<file path="src/rtl/tick_scheduler.sv">
// tick_scheduler: a free-running prescaler that produces a base tick every
// BASE_DIV clocks, four independently configurable channels that count base
// ticks and emit one-cycle Tick pulses (periodic or one-shot), and a small
// three-state configuration handshake (IDLE -> APPLY -> ACK).
//
// Configuration writes are applied only in cycles where BaseTick is low, so
// a write never competes with a channel advance in the same clock edge.

module tick_scheduler #(
   parameter int BASE_DIV    = 100000,
   parameter int BASE_BITS   = 17,
   parameter int PERIOD_BITS = 10
) (
   input  logic                   Clock,
   input  logic                   Reset,
   input  logic                   CfgValid,
   output logic                   CfgReady,
   input  logic [1:0]             CfgChan,
   input  logic [PERIOD_BITS-1:0] CfgPeriod,
   input  logic                   CfgMode,
   input  logic                   CfgEnable,
   output logic                   BaseTick,
   output logic [3:0]             Tick,
   output logic [3:0]             Busy
);

   typedef enum logic [1:0] {
      ST_IDLE  = 2'd0,
      ST_APPLY = 2'd1,
      ST_ACK   = 2'd2
   } cfg_state_e;

   localparam logic [BASE_BITS-1:0]   PRE_LAST = BASE_BITS'(BASE_DIV - 1);
   localparam logic [BASE_BITS-1:0]   PRE_ONE  = BASE_BITS'(1);
   localparam logic [PERIOD_BITS-1:0] PER_ONE  = PERIOD_BITS'(1);

   // Prescaler
   logic [BASE_BITS-1:0]   pre_cnt_q, pre_cnt_d;
   logic                   base_tick_q, base_tick_d;

   // Configuration handshake
   cfg_state_e             state_q, state_d;
   logic                   ready_q, ready_d;
   logic [1:0]             cap_chan_q, cap_chan_d;
   logic [PERIOD_BITS-1:0] cap_period_q, cap_period_d;
   logic                   cap_mode_q, cap_mode_d;
   logic                   cap_enable_q, cap_enable_d;
   logic                   write_s;

   // Channel state
   logic [3:0][PERIOD_BITS-1:0] per_q, per_d;
   logic [3:0][PERIOD_BITS-1:0] cnt_q, cnt_d;
   logic [3:0]                  mode_q, mode_d;
   logic [3:0]                  busy_q, busy_d;
   logic [3:0]                  tick_q, tick_d;

   // Prescaler: count 0..BASE_DIV-1 and flag the wrap as next cycle's BaseTick
   always_comb begin
      pre_cnt_d   = pre_cnt_q;
      base_tick_d = 1'b0;
      if (pre_cnt_q == PRE_LAST) begin
         pre_cnt_d   = '0;
         base_tick_d = 1'b1;
      end else begin
         pre_cnt_d   = pre_cnt_q + PRE_ONE;
         base_tick_d = 1'b0;
      end
   end

   // Configuration FSM: capture on accept, write when BaseTick is low, then ack
   always_comb begin
      state_d      = state_q;
      cap_chan_d   = cap_chan_q;
      cap_period_d = cap_period_q;
      cap_mode_d   = cap_mode_q;
      cap_enable_d = cap_enable_q;
      write_s      = 1'b0;
      case (state_q)
         ST_IDLE: begin
            // ready_q is low in the first cycle after reset, so this also
            // keeps requests raised during reset from being taken.
            if (ready_q && CfgValid) begin
               cap_chan_d   = CfgChan;
               cap_period_d = CfgPeriod;
               cap_mode_d   = CfgMode;
               cap_enable_d = CfgEnable;
               state_d      = ST_APPLY;
            end else begin
               state_d      = ST_IDLE;
            end
         end
         ST_APPLY: begin
            if (!base_tick_q) begin
               write_s = 1'b1;
               state_d = ST_ACK;
            end else begin
               // A channel may advance this edge; defer the write by a cycle.
               write_s = 1'b0;
               state_d = ST_APPLY;
            end
         end
         ST_ACK: begin
            state_d = ST_IDLE;
         end
         default: begin
            state_d = ST_IDLE;
         end
      endcase
      ready_d = (state_d == ST_IDLE);
   end

   // Channels: apply a pending write, otherwise advance on BaseTick while armed
   always_comb begin
      per_d  = per_q;
      cnt_d  = cnt_q;
      mode_d = mode_q;
      busy_d = busy_q;
      tick_d = 4'b0000;
      for (int ch = 0; ch < 4; ch++) begin
         if (write_s && (cap_chan_q == 2'(ch))) begin
            per_d[ch]  = cap_period_q;
            mode_d[ch] = cap_mode_q;
            cnt_d[ch]  = '0;
            busy_d[ch] = cap_enable_q && (cap_period_q != '0);
         end else if (base_tick_q && busy_q[ch]) begin
            if (cnt_q[ch] == (per_q[ch] - PER_ONE)) begin
               cnt_d[ch]  = '0;
               tick_d[ch] = 1'b1;
               // One-shot channels disarm in the same edge that schedules the tick.
               busy_d[ch] = ~mode_q[ch];
            end else begin
               cnt_d[ch]  = cnt_q[ch] + PER_ONE;
            end
         end else begin
            cnt_d[ch] = cnt_q[ch];
         end
      end
   end

   // State registers with synchronous active-high reset
   always_ff @(posedge Clock) begin
      if (Reset) begin
         pre_cnt_q    <= '0;
         base_tick_q  <= 1'b0;
         state_q      <= ST_IDLE;
         ready_q      <= 1'b0;
         cap_chan_q   <= 2'd0;
         cap_period_q <= '0;
         cap_mode_q   <= 1'b0;
         cap_enable_q <= 1'b0;
         per_q        <= '0;
         cnt_q        <= '0;
         mode_q       <= 4'b0000;
         busy_q       <= 4'b0000;
         tick_q       <= 4'b0000;
      end else begin
         pre_cnt_q    <= pre_cnt_d;
         base_tick_q  <= base_tick_d;
         state_q      <= state_d;
         ready_q      <= ready_d;
         cap_chan_q   <= cap_chan_d;
         cap_period_q <= cap_period_d;
         cap_mode_q   <= cap_mode_d;
         cap_enable_q <= cap_enable_d;
         per_q        <= per_d;
         cnt_q        <= cnt_d;
         mode_q       <= mode_d;
         busy_q       <= busy_d;
         tick_q       <= tick_d;
      end
   end

   assign CfgReady = ready_q;
   assign BaseTick = base_tick_q;
   assign Tick     = tick_q;
   assign Busy     = busy_q;

endmodule

</file>
<file path="config.mk">
export PLATFORM = sky130hd
export DESIGN_NAME = tick_scheduler
export DESIGN_NICKNAME = d
export VERILOG_FILES = /design/src/rtl/tick_scheduler.sv
export SDC_FILE = /design/constraint.sdc
export NUM_CORES = 1
export LEC_CHECK = 0
export ABC_AREA = 1
export BUFFER_PORTS_ARGS = -buffer_cell sky130_fd_sc_hd__buf_2
export CORE_MARGIN = 2
export CORE_UTILIZATION = 60
export CTS_CLUSTER_SIZE = 24
export DETAILED_ROUTE_END_ITERATION = 10
export PLACE_DENSITY = 0.87
export RECOVER_POWER = 50
export SETUP_SLACK_MARGIN = 0.05
export SYNTH_ARGS = -nofsm -noshare
export SYNTH_HDL_FRONTEND = slang
export SYNTH_SLANG_ARGS = --single-unit
</file>
<file path="constraint.sdc">
create_clock -name Clock -period 2.35 [get_ports Clock]
set_input_delay 0.47 -clock Clock [delete_from_list [all_inputs] [get_ports Clock]]
set_output_delay 0.47 -clock Clock [all_outputs]
set_load 0.05 [all_outputs]
</file>
==> results by group <==
Status
  – Status: finished clean

Logic synthesis
  – Cell count after synthesis: 971
  – FF+latch count, synth: 127
  – Distinct cells, synth: 25
  – Post-synth top area share: 39.7%
  – Area contributors post-synth: dfxtp_1 (40%), nand2_1 (13%), nor2_1 (10%), inv_1 (7.4%), o21ai_0 (5.5%)
  – Syn Area/Cell: 6.59 um^2
  – Cell taking the most area after synthesis: dfxtp_1
  – Count of warnings emitted by yosys: 0
  – Syn nets: 997
  – Synthesized area: 0.00640 mm^2
  – Register area share after synthesis: 39.7%

Floorplan
  – Rows: 37
  – Initial core utilization: 62.0%
  – Die Wd: 107 um
  – Die span in y: 107 um
  – Die area: 0.0115 mm^2
  – IO Pins: 27
  – Core Region: 0.0103 mm^2

Worst setup path
  – Critical path startpoint: BaseTick
  – Crit Reg-Reg Endpoint: cnt_q[33]
  – Required time worst endpoint: 2800 ps
  – Beginning of the worst register-to-register path: BaseTick
  – Worst R2R Setup Slack: 270 ps
  – Critical path type: reg -> reg
  – Highest fanout seen on the critical path: 20
  – Startpoint types: register
  – Crit path capture type: register
  – CP arrival: 2530 ps
  – Worst R2R Path Depth: 7

Detailed routing
  – Drt drc: 0
  – DRT Pass-1 Iters: 7
  – Detailed Route Iter0 Violations: 422
  – Routed vias/inst: 5.30
  – Via count: 6,121
  – Routed Antenna Nets: 0
  – Total Wirelength: 14,800 um
  – WL per Instance: 12.8 um

GRT
  – GRT Total Usage: 27.4%
  – First-pass GRT wire length: 25,000 um
  – Vias in the first global route: 5,596
  – Pin count of the biggest net entering global routing: 56
  – Gr ovfl total: 0
  – Initial antenna violation count: 0

CTS
  – Clock root buffer: clkbuf_8
  – Clk slew on worst S/H paths: 60 ps
  – Clock sink count: 127
  – Htree depth: 4
  – CTS buffer count: 17
  – Post-CTS setup buffer count: 0
  – # hold bufs at CTS: 0
  – Clock Latency Late Sink: 530 ps
  – Post-CTS Resized: 0
  – CTS tree: yes
  – Bufs on Longest Clock Path: 2

STA
  – Max-slew violation count: 0
  – Worst relative slew slack: 44.7%
  – Final Hold Fails: 0
  – Worst-margin pin slew: 829 ps
  – Unrepaired setup endpoints after global routing: no
  – Total negative slack: 0 ps
  – Min Tclk post-route: 2080 ps
  – Worst clock skew: 8.47 ps
  – Final period util: 88.5%
  – Fin Hold WS: 161 ps
  – Final setup violation count: 0
  – Fmax: 481 MHz

Worst hold path
  – Hold Path Cell Cnt: 3
  – Hold path start: CfgChan[0]
  – Worst min path class: in -> reg
  – WHS Endpoint: cap_chan_q[0]

Power
  – Pwr/cell area: 696 mW/mm^2
  – VDD IR max: 0.000468 V
  – Overall power: 5.03 mW
  – Leak: 3.15 nW

Run
  – Max-Cap Viols: 0

Cells and area
  – Area growth syn-to-layout: 13.1%
  – Final nets: 1,033
  – Antenna Cells: 0
  – Finished Cell Area: 0.00724 mm^2
  – Layout fillers: 814
  – Final Util: 70.1%
  – Layout cell share with drive strength beyond 1: 5.89%

Placed design
  – Placed inst area: 0.00671 mm^2
  – Dpl hpwl: 10,500 um
  – GPL Wtd Cong: 0.906
  – Port Buffers: 26
[cells by family after synthesis]
kind of cell / Yosys count / synth area share (%)
AO/OA/AOI/OAI: 127 / 9.99
XOR/XNOR: 41 / 5.61
adder cells (fa/ha/maj): 9 / 1.76
buffers and inverters: 148 / 8.74
flip-flops: 127 / 39.7
AND/OR/NAND/NOR: 519 / 34.2
[report_power, final]
group	internal (mW)	switching (mW)	leakage (nW)
sequential	2.19	0.0444	1.03
clock	1.50	0.977	0.263
combinational	0.104	0.211	1.86
total	3.80	1.23	3.15
[worst max path at each step]
| stage | end | cells after the start | slack [ps] |
|---|---|---|---|
| after floorplan | cnt_q[9] | 7 | 420 |
| after global placement | cnt_q[13] | 11 | 400 |
| after detailed placement | cnt_q[13] | 11 | 360 |
| after CTS | cnt_q[25] | 13 | 300 |
| after global routing | cnt_q[25] | 7 | 50 |
| final | cnt_q[33] | 7 | 270 |
[cell usage after synthesis]
cell,count
nand2_1,221
nor2_1,172
dfxtp_1,127
inv_1,126
o21ai_0,70
nand3_1,66
a21oi_1,54
xor2_1,28
nor3_1,27
nand4_1,16
clkbuf_1,15
xnor2_1,13
ha_1,9
nor4_1,5
a31oi_1,3
buf_2,3
nand3_2,3
or2_2,3
clkinv_1,2
inv_2,2
nor3_4,2
and2_1,1
and3_1,1
nor3b_1,1
nor3b_2,1
[cell type report]
class | instances | area [um^2] | area share, %
Multi-Input combinational cell | 696 | 3290 | 45.5
Sequential cell | 127 | 2540 | 35.1
Inverter | 130 | 488 | 6.74
Clock buffer | 18 | 418 | 5.77
Timing Repair Buffer | 35 | 186 | 2.58
Tap cell | 136 | 170 | 2.35
Clock inverter | 13 | 140 | 1.94
[sequential cells by signal (all words and copies together) (netlist names)]
name	flops
BaseTick	1
Busy	4
CfgReady	1
Tick	4
cap_chan_q	2
cap_enable_q	1
cap_mode_q	1
cap_period_q	10
cnt_q	40
mode_q	4
per_q	40
pre_cnt_q	17
state_q	2
[metal layers]
| layer | up-vias | global-route usage [%] | wire [um] |
|---|---|---|---|
| met5 | - | 0 | 0 |
| met4 | 0 | 10.9 | 348 |
| met3 | 32 | 6.17 | 1050 |
| met2 | 187 | 45.7 | 6910 |
| met1 | 2751 | 34.3 | 6490 |
| li1 | 3151 | - | - |
[stage by stage]
step,std cells,setup slack [ps]
global route,1155,53.1
floorplan,971,423
detailed placement,1124,359
finish,1155,270
global placement,1124,403
CTS,1155,300
[cells in the final DEF, fill, tap and decap left out, drive strengths merged, types with 5 or more instances in the layout]
cell	Yosys	final
nand2	221	221
nor2	172	172
inv	128	130
dfxtp	127	127
o21ai	70	70
nand3	69	69
a21oi	54	54
clkbuf	15	31
nor3	29	29
xor2	28	28
buf	3	22
nand4	16	16
xnor2	13	13
ha	9	9
clkinv	2	7
nor4	5	5
[worst max-delay path, stage by stage (launching register included)]
cell      delay (ps)
dfxtp_1          390
inv_1             50
nand2_1          210
inv_1             90
nand3_1           90
clkbuf_1         640
nand3_2          310
nor3_1           210
Note: power is estimated with default switching activity, not from simulation.
